**src/rtl/onehot_decode_pipe.sv**
```systemverilog
// Purpose: dual-port address-to-one-hot decoder with one register stage and optional A/B collision handling.
// Latency: one clock; inputs captured on a rising edge of clk appear on the outputs right after that edge.
// Backpressure: stall=1 freezes every registered output and the collision counter; inputs are ignored meanwhile.
//
// Ports:
//   clk, rst          single clock; asynchronous active-high reset clears all registered outputs
//   stall             hold all registered state
//   a_vld, a_addr     port A request
//   b_vld, b_addr     port B request
//   a_sel, b_sel      registered one-hot selects
//   any_sel           a_sel | b_sel, combinational from the registers
//   out_vld           registered: either port valid in the captured cycle
//   conflict          registered: captured cycle had an A/B collision (B wins)
//   conflict_cnt      saturating count of captured collisions
//
// Build option: define ONEHOT_DECODE_CONFLICT_EN to enable collision detection,
// B-wins arbitration and the collision counter. Without it the ports decode
// independently and conflict/conflict_cnt are tied to zero.

module onehot_decode_pipe #(
  parameter int ADDR_W    = 5,
  parameter int OUT_W     = 2**ADDR_W,
  parameter int ZERO_MASK = 1
) (
  input  logic              clk,
  input  logic              rst,
  input  logic              stall,
  input  logic              a_vld,
  input  logic [ADDR_W-1:0] a_addr,
  input  logic              b_vld,
  input  logic [ADDR_W-1:0] b_addr,
  output logic [OUT_W-1:0]  a_sel,
  output logic [OUT_W-1:0]  b_sel,
  output logic [OUT_W-1:0]  any_sel,
  output logic              out_vld,
  output logic              conflict,
  output logic [7:0]        conflict_cnt
);

  localparam logic [OUT_W-1:0] ONE = OUT_W'(1);

  // A port "hits" when it is valid and its bit is not suppressed by the
  // hard-wired zero register at address 0.
  logic             a_hit;
  logic             b_hit;
  logic [OUT_W-1:0] a_dec;
  logic [OUT_W-1:0] b_dec;
  logic [OUT_W-1:0] a_nxt;

  assign a_hit = a_vld && !((ZERO_MASK != 0) && (a_addr == '0));
  assign b_hit = b_vld && !((ZERO_MASK != 0) && (b_addr == '0));
  assign a_dec = a_hit ? (ONE << a_addr) : '0;
  assign b_dec = b_hit ? (ONE << b_addr) : '0;

`ifdef ONEHOT_DECODE_CONFLICT_EN
  logic       coll;
  logic       conflict_q;
  logic [7:0] cnt_q;

  // Only an unsuppressed shared bit counts as a collision; B keeps the bit.
  assign coll  = a_hit && b_hit && (a_addr == b_addr);
  assign a_nxt = coll ? '0 : a_dec;

  always_ff @(posedge clk or posedge rst) begin
    if (rst) begin
      conflict_q <= 1'b0;
      cnt_q      <= 8'd0;
    end else if (!stall) begin
      conflict_q <= coll;
      if (coll && (cnt_q != 8'hFF)) begin
        cnt_q <= cnt_q + 8'd1;
      end
    end
  end

  assign conflict     = conflict_q;
  assign conflict_cnt = cnt_q;
`else
  assign a_nxt        = a_dec;
  assign conflict     = 1'b0;
  assign conflict_cnt = 8'd0;
`endif

  always_ff @(posedge clk or posedge rst) begin
    if (rst) begin
      a_sel   <= '0;
      b_sel   <= '0;
      out_vld <= 1'b0;
    end else if (!stall) begin
      a_sel   <= a_nxt;
      b_sel   <= b_dec;
      // Valid reflects the request, not whether a bit survived the zero mask.
      out_vld <= a_vld || b_vld;
    end
  end

  assign any_sel = a_sel | b_sel;

endmodule
```
**config.mk**
```make
export PLATFORM = sky130hd
export DESIGN_NAME = onehot_decode_pipe
export DESIGN_NICKNAME = d
export VERILOG_FILES = /design/src/rtl/onehot_decode_pipe.sv
export SDC_FILE = /design/constraint.sdc
export NUM_CORES = 1
export LEC_CHECK = 0
export ABC_AREA = 0
export CORE_MARGIN = 2
export CORE_UTILIZATION = 42
export CTS_BUF_LIST = sky130_fd_sc_hd__clkbuf_16
export DETAILED_ROUTE_END_ITERATION = 8
export PLACE_DENSITY_LB_ADDON = 0.25
export SETUP_SLACK_MARGIN = 0.1
export SYNTH_ARGS = -nofsm -noshare
export SYNTH_HDL_FRONTEND = slang
export SYNTH_SLANG_ARGS = --single-unit
```
**constraint.sdc**
```tcl
create_clock -name clk -period 2.6 [get_ports clk]
set_input_delay 0.39 -clock clk [delete_from_list [all_inputs] [get_ports clk]]
set_output_delay 0.39 -clock clk [all_outputs]
set_load 0.01 [all_outputs]
```
* Word-level counts from Yosys, hierarchy flattened
Index checks and enable logic that the tools add are counted.
Word-level totals: memories 0, latch bits 0, memory bits (writable) 0, flip-flop bits (word level) 65, input bits 15, memory bits (read-only) 0
Cells by class: shift-type cells 2, magnitude comparators 0, muxes and demuxes 2, bitwise operators 1, div/mod/pow operators 0, reduce and logical (&&, ||, !) cells 7, $add $sub $neg 0, eq/ne operators 0, multiply operators 0
Operator list (count):
- 2-to-1 mux 32 bit | 2
- << shifter 1 x 5 -> 32 bit, first input constant | 2
- bitwise OR 32 bit | 1
- zero test 5 bit | 2
- logical AND 1 bit | 2
- zero test 1 bit | 2
- logical OR 1 bit | 1

* Logic depth before layout (Yosys ltp)
Gate-level depths: netlist of run 1.
depth in word-level cells 4, gate-level depth with buffers 5, depth with buffers taken out 2

* Worst setup path before layout of run 1
Ideal clock, no wire load.
kind input to register, start point input port stall, end point register a_sel[25], cell stages on the path 4, setup time 121 ps, required time 2479 ps, path buffers 2, arrival time 1065 ps, setup slack 1414 ps, cell sequence buf_4 > buf_6 > and3b_1 > a22o_1
RTL lines:
- from (decl) | RTL line 27 | input logic stall,
- to (signal assigned) | RTL line 90 | a_sel <= a_nxt;
- to (decl) | RTL line 32 | output logic [OUT_W-1:0] a_sel,

* Final worst setup path of run 1
start point register b_sel[13], end point output port any_sel[13]
Between the ends: cells in the longest elaborated chain, start to end 1
Ends and longest elaborated chain:
- from (decl) | RTL line 33 | output logic [OUT_W-1:0] b_sel,
- from (signal assigned) | RTL line 87 | b_sel <= '0;
- from (signal assigned) | RTL line 91 | b_sel <= b_dec;
- bitwise OR 32 bit | RTL line 97 | assign any_sel = a_sel | b_sel;
- to (decl) | RTL line 34 | output logic [OUT_W-1:0] any_sel,
Every way passes these cells.

==> results.toml, run 1 <==
[outcome]
run_status = "finished clean"

[timing]
period_share_pct = 73.7
maxSlewHeadroom_pct = 41.5
skew_ns = 0
tightest_slew_ns = 0.877
finalCriticalPeriod_ns = 1.92
fmax_mhz = 522
finalSetupViolations = 0
tns_ns = 0
final_max_slew_viol_count = 0
report.final.hold_viol_count = 0
rsz0062_at_grt = "false"
timing.hold.ws_ns = 0.464

[yosys]
syn_inst = 238
synthTopCellsByArea = "dfrtp_1, a22o_1, or2_2"
yosysTopAreaCellShare_pct = 56.3
syn-cell-area_sq_um = 2890
avgSynthCellArea_sq_um = 12.1
yosys_warnings = 0
ys_ff_latch = 65
ys_seq_area_share_pct = 56.3
synth_top_cell_by_area = "dfrtp_1"
ys_types = 32

[global_route]
grt_max_degree = 47
grt_pass1_vias = 2352
grt_util_all_layers_pct = 22.4
antenna_found_initial = 0
grt_pass1_wl_microns = 12900
grt-ovfl-total = 0

[routing]
wirelength_microns = 8130
drtAntennaViolNets = 0
vias = 2425
dr.pass1.iters = 4
drc = 0
dr.first_iter.drc_count = 103
routedWlPerCell_microns = 18.6
via_per_inst = 5.56

[finish]
layout-area-overhead-vs-synth_pct = 49.3
diodes = 0
layout.cells.non_filler = 436
fill_cells = 532
drive_gt1_share_pct = 17.4
fin_nets = 366

[clocking]
cts_tree = "done"
path_clk_slew_ns = 0.05
post_cts_resized = 0
insertion_delay_ns = 0.32
htreeDepth = 3
root_buffer = "clkbuf_16"
cts_buffers = 9
clock_path_buffers = 2
cts_hold_buf = 0
cts_setup_buffers = 0
cts.sinks = 65

[critical_path]
slowest_stage = "clkdlybuf4s50_1"
path_buf_inv = 1
reg2reg_to = "a_sel[16]"
rr_startpoint = "a_sel[16]"
crit_arrival_ns = 1.53
slowest_delay_ns = 0.48
cp.depth = 2
rr_worst_depth = 1
crit_path_start_kind = "flop"
end_kind = "primary output"
r2r_slack_ns = 1.80
path_cells = "or2_2, clkdlybuf4s50_1"
critPathMaxFanout = 3
crit_start = "b_sel[13]"
critical_path_class = "reg -> out"
cp_top_family = "buffers and inverters"
crit_required_ns = 2.21

[place]
placed_cells = 420
io_buffers = 111
dp_hpwl_microns = 5750
place_congestion = 0.829

[die]
die_x_microns = 86.9
fp.dieH_microns = 86.9
core_area_sq_um = 6720
dieArea_sq_um = 7560
fp-row-count = 30
initial_core_util_pct = 43.0
pin_count = 121

[pwr]
pwr_density_cell_nw_per_um2 = 555
power_mw = 2.39
leakagePower_nw = 1.98
ir_drop_mv = 0.305

[min_path]
min_path_type = "in -> async"

[run]
drv_cap = 0
==> power breakdown <==
group	switching (mW)	internal (mW)	total [mW]	leakage, nW
registers	0.0115	1.03	1.04	0.902
logic	0.122	0.0988	0.221	0.929
clock network	0.410	0.722	1.13	0.144
==> final cells by class <==
cell class	count	area, sq um	area share [%]
sequential	65	1630	37.7
multi-input combinational	159	1150	26.7
timing repair buffer	115	1150	26.6
tap	80	100	2.32
clock inverter	7	53.8	1.25
clock buffer	9	225	5.22
inverter	1	3.75	0.0871
==> per-stage QoR <==
step	setup slack [ns]	cell area, sq um	utilization (%)
6_report	0.684	4310	64.2
5_1_grt	0.649	4310	64.2
4_1_cts	0.671	4310	64.2
3_5_place_dp	0.708	4030	60.0
3_3_place_gp	0.752	4030	60.0
2_1_floorplan	0.584	2920	-
==> worst max-delay path by stage <==
stage | to | slack (ns)
after floorplan | a_sel[0] | 0.58
after global placement | b_sel[15] | 0.75
after detailed placement | b_sel[14] | 0.71
after CTS | any_sel[13] | 0.67
after global routing | any_sel[13] | 0.65
final | any_sel[13] | 0.68
==> logic make-up (layout without fill, tap and decap cells) <==
| kind of cell | after synthesis | count (layout) | synth area share [%] |
|---|---|---|---|
| and+or+nand+nor | 87 | 87 | 21.5 |
| DFF | 65 | 65 | 56.3 |
| AOI/OAI and AO/OA | 63 | 63 | 17.2 |
| buffers and inverters | 22 | 132 | 4.81 |
| other | 1 | 9 | 0.130 |
==> state kept, by name (all words and copies together), names as in the netlist <==
register and cells:
b_sel 32, out_vld 1, a_sel 32
==> cells in the final DEF (no fill, tap or decap) <==
cell | Yosys | layout
and4_1 | 1 | 1
a32o_1 | 7 | 7
nor2b_1 | 3 | 3
dfrtp_1 | 65 | 65
or3_1 | 1 | 1
bufinv_16 | 0 | 1
o21ai_0 | 17 | 17
nand4b_1 | 3 | 3
nor3_1 | 1 | 1
nor4b_1 | 1 | 1
and3b_1 | 3 | 3
clkdlybuf4s50_1 | 0 | 110
buf_2 | 8 | 1
clkbuf_16 | 0 | 9
clkinv_2 | 0 | 1
nor2_1 | 2 | 2
nor4b_2 | 2 | 2
inv_2 | 0 | 1
clkinv_1 | 0 | 3
and2_1 | 3 | 3
or3b_1 | 2 | 2
and3_1 | 1 | 1
nor4_4 | 1 | 1
a22o_1 | 39 | 39
buf_12 | 0 | 1
and4bb_2 | 5 | 5
and4b_1 | 2 | 2
nand3b_1 | 1 | 1
or2_2 | 32 | 32
conb_1 | 1 | 9
inv_1 | 1 | 2
nor3b_2 | 4 | 4
nor3_2 | 1 | 1
buf_4 | 10 | 3
nand2_1 | 17 | 17
nand4_1 | 1 | 1
==> metal layers <==
| metal | part of all wire [%] | GRT usage (%) | wire length (microns) | up-vias |
|---|---|---|---|---|
| met4 | 0.76 | 7.53 | 62 | 0 |
| met3 | 6.6 | 3.60 | 534 | 4 |
| met1 | 43 | 32.0 | 3490 | 1229 |
| met5 | 0 | 0 | 0 | - |
| met2 | 50 | 35.0 | 4040 | 98 |
| li1 | - | - | - | 1094 |
==> synth_stat cells, drive strengths merged <==
cell type and count:
and4bb 5, nor3b 4, nand2 17, nand4 1
dfrtp 65, o21ai 17, nand4b 3, clkbuf 2
and3b 3, nand3b 1, conb 1, inv 1
or3 1, and2 3, nor2b 3, and4 1
a32o 7, and3 1, or2 32, nor4b 3
buf 19, or3b 2, nor3 2, nor2 2
a22o 39, nor4 1, and4b 2
(Power assumes the default switching activity.)
==> run 2: changes to the inputs <==
Clock period 2.6 ns to 1.8 ns, I/O delays scaled along.
==> results.toml, run 2 (synthesis results as in run 1) <==
[timing]
fmax_mhz = 619
tightest_slew_ns = 0.703
report.final.hold_viol_count = 0
maxSlewHeadroom_pct = 53.1
rsz0062_at_grt = "false"
layout_setup_ws_ns = 0.184
tns_ns = 0
finalSetupViolations = 0
period_share_pct = 89.8
final_max_slew_viol_count = 0
finalCriticalPeriod_ns = 1.62
skew_ns = 0

[die]
fp.dieH_microns = 86.9
die_x_microns = 86.9
initial_core_util_pct = 43.0
dieArea_sq_um = 7560
pin_count = 121
core_area_sq_um = 6720
fp-row-count = 30

[finish]
final_cell_mix = "clkdlybuf4s50_1, dfrtp_1, a22o_1, or2_2, dlygate4sd2_1"
fin_nets = 370
layout-area-overhead-vs-synth_pct = 48.5
layout_commonest_cell = "clkdlybuf4s50_1"
layout.cells.non_filler = 440
fill_cells = 543
top_regs = "a_sel (32), b_sel (32), out_vld (1)"
diodes = 0
drive_gt1_share_pct = 19.4
final_util_pct = 63.8

[global_route]
antenna_found_initial = 0
grt_max_degree = 55
grt_pass1_wl_microns = 12400
grt-ovfl-total = 0
grt_pass1_vias = 2260
grt_util_all_layers_pct = 21.7

[clocking]
htreeDepth = 3
root_buffer = "clkbuf_16"
cts_setup_buffers = 0
insertion_delay_ns = 0.32
cts_buffers = 9
cts_tree = "done"
clock_path_buffers = 2
cts.sinks = 65
path_clk_slew_ns = 0.05

[routing]
via_per_inst = 5.49
routedWlPerCell_microns = 17.9
drtAntennaViolNets = 0
dr.first_iter.drc_count = 138
wirelength_microns = 7880
vias = 2414
dr.pass1.iters = 4
drc = 0

[outcome]
run_status = "finished clean"

[pwr]
power_mw = 3.34
pwr_density_cell_nw_per_um2 = 778
leakagePower_nw = 2.13
ir_drop_mv = 0.564

[critical_path]
crit_required_ns = 1.53
crit_arrival_ns = 1.35
end_kind = "primary output"
critPathMaxFanout = 3
crit_path_start_kind = "flop"
critical_path_class = "reg -> out"

[min_path]
min_path_type = "in -> async"

[place]
dp_hpwl_microns = 5810
placed_cells = 424
io_buffers = 111
dp_slack_ns = 0.116
place_congestion = 0.791

[run]
drv_cap = 0
[run 2: cell types whose count changed in the layout (fill, tap and decap cells not counted), sizes merged]
cell | previous run | this run
inv | 3 | 1
dlygate4sd2 | 0 | 32
clkdlybuf4s50 | 110 | 78
buf | 5 | 9
clkinvlp | 0 | 3
bufinv | 1 | 0
[run 2: final timing paths]
path | slack [ns] | start | endpoint | cells past startpoint
setup / recovery | 0.18 | a_sel[22] | any_sel[22] | 2
hold / removal | 0.26 | rst | out_vld | 2
min in group clk | 0.49 | out_vld | out_vld | 2
max in group asynchronous | 1.01 | rst | b_sel[10] | 3
setup reg to reg | 1.02 | b_sel[10] | b_sel[10] | 1
hold reg to reg | 0.49 | out_vld | out_vld | 2
[run 2: critical path, stage by stage (launching register included)]
cell and delay, ns:
dfrtp_1 0.43, or2_2 0.30, dlygate4sd2_1 0.29
[run 2: area by class of cell]
type	count	area, sq um	area share [%]
clock buffer	9	225	5.25
clock inverter	7	38.8	0.904
inverter	1	7.51	0.175
multi-input combinational	159	1150	26.9
sequential	65	1630	37.9
tap	80	100	2.33
timing repair buffer	119	1140	26.5
[run 2: what timing repair did]
item	CTS	global route
endpoints found under the hold margin	0	0
hold buffers	0	0
setup endpoints to repair	32	0
resized for setup	32	0
[run 2: where the power goes]
part	leakage, nW	switching [mW]	internal [mW]
clock	0.132	0.616	0.914
combinational	1.09	0.175	0.136
sequential	0.902	0.0162	1.48
[run 2: per-layer routing]
layer / wire length (microns) / vias up / global-route usage [%]
li1: - / 1097 / -
met1: 3430 / 1208 / 30.8
met2: 3780 / 97 / 33.0
met3: 557 / 12 / 5.12
met4: 118 / 0 / 7.10
met5: 0 / - / 0
[run 2: metrics by stage]
step | hold slack, ns | area [sq um]
6_report | 0.256 | 4290
4_1_cts | 0.263 | 4290
5_1_grt | 0.286 | 4290
3_3_place_gp | 0.477 | 4070
3_5_place_dp | 0.486 | 4070
2_1_floorplan | 0.408 | 2920
==> run 3: changes to the inputs <==
Settings changed: GPL_ROUTABILITY_DRIVEN from default to 0.
Clock period 1.8 ns to 1.55 ns, I/O delays scaled along.
==> results.toml, run 3 (synthesis results as in run 1) <==
[timing]
skew_ns = 0
tns_ns = 0
maxSlewHeadroom_pct = 63.5
report.final.hold_viol_count = 0
tightest_slew_ns = 0.547
rsz0062_at_grt = "false"
finalSetupViolations = 0
timing.hold.ws_ns = 0.355
finalCriticalPeriod_ns = 1.40
fmax_mhz = 714
period_share_pct = 90.4
final_max_slew_viol_count = 0

[clocking]
htreeDepth = 3
cts.sinks = 65
cts_hold_buf = 0
insertion_delay_ns = 0.32
clock_path_buffers = 2
cts_buffers = 9
path_clk_slew_ns = 0.05
root_buffer = "clkbuf_16"
cts_tree = "done"

[finish]
top_regs = "a_sel (32), b_sel (32), out_vld (1)"
postLayoutCellArea_sq_um = 4400
layout-area-overhead-vs-synth_pct = 52.3
drive_gt1_share_pct = 34.1
fin_nets = 407
layout_commonest_cell = "dfrtp_1"
fill_cells = 562
final_util_pct = 65.4
diodes = 0
final_cell_mix = "dfrtp_1, dlygate4sd2_1, buf_4, a22o_1, buf_2"
layout.cells.non_filler = 476

[die]
core_area_sq_um = 6720
dieArea_sq_um = 7560
die_x_microns = 86.9
fp-row-count = 30
pin_count = 121
initial_core_util_pct = 43.0
fp.dieH_microns = 86.9

[critical_path]
path_cells = "or2_2, buf_2"
rr_worst_depth = 3
slowest_stage = "dfrtp_1"
path_buf_inv = 1
crit_arrival_ns = 1.17
critPathMaxFanout = 3
rr_startpoint = "a_sel[9]"
end_kind = "primary output"
cp_top_family = "flip-flops"
r2r_slack_ns = 0.57
crit_required_ns = 1.32
slowest_delay_ns = 0.40
reg2reg_to = "a_sel[9]"
critical_path_class = "reg -> out"
crit_path_start_kind = "flop"

[routing]
dr.pass1.iters = 4
dr.first_iter.drc_count = 175
routedWlPerCell_microns = 17.5
drtAntennaViolNets = 0
vias = 2554
drc = 0
via_per_inst = 5.37
wirelength_microns = 8330

[pwr]
pwr_density_cell_nw_per_um2 = 907
leakagePower_nw = 2.57
ir_drop_mv = 0.675

[run]
drv_cap = 0

[global_route]
grt_pass1_vias = 2542
grt_util_all_layers_pct = 23.2
grt-ovfl-total = 0
grt_pass1_wl_microns = 13200
antenna_found_initial = 0
grt_max_degree = 66

[min_path]
min_path_type = "in -> async"

[outcome]
run_status = "finished clean"

[place]
io_buffers = 111
dp_hpwl_microns = 6000
placed_cells = 447
placed_area_sq_um = 4250
-- run 3: worst max-delay path by stage --
| stage | depth (start not counted) | to | startpoint |
|---|---|---|---|
| after floorplan | 4 | a_sel[25] | stall |
| after global placement | 4 | b_sel[14] | b_addr[4] |
| after detailed placement | 3 | b_sel[17] | b_addr[3] |
| after CTS | 2 | any_sel[0] | b_sel[0] |
| after global routing | 2 | any_sel[10] | b_sel[10] |
| final | 2 | any_sel[27] | a_sel[27] |
-- run 3: timing repair --
action                                  4_1_cts  5_1_grt
resized for setup                           187        6
endpoints found under the setup margin       96        6
setup buffers                                11        3
-- run 3: area by class of cell --
cell class | count | area [sq um] | area share (%)
flip-flops and latches | 65 | 1630 | 37.0
repair buffers | 156 | 1230 | 28.1
multi-input cells | 159 | 1150 | 26.2
clock buffers | 9 | 225 | 5.12
well taps | 80 | 100 | 2.28
clock inverters | 6 | 50.0 | 1.14
inverters | 1 | 7.51 | 0.171
-- run 3: tightest hold or removal path: cells and delay by family --
kind	cells	cell delay [ns]
buf+inv	3	0.84
-- run 3: through the flow --
step                worst slack, ns  power [mW]
floorplan                     0.522        1.97
finish                        0.149        3.99
detailed placement          -0.0145        2.18
global placement             0.0192        2.17
global route                  0.122        4.14
CTS                           0.103        4.01
-- run 3: routing by layer --
metal	track usage (%)	routed length (microns)
met1	30.5	3510
met2	38.4	4210
met3	3.41	429
met4	9.66	179
met5	0	0
-- run 3: power by group --
part | leakage, nW | internal [mW] | total [mW] | switching [mW]
clock network | 0.135 | 1.21 | 1.87 | 0.661
registers | 0.902 | 1.72 | 1.74 | 0.0163
logic | 1.54 | 0.168 | 0.382 | 0.214
total | 2.57 | 3.10 | 3.99 | 0.892
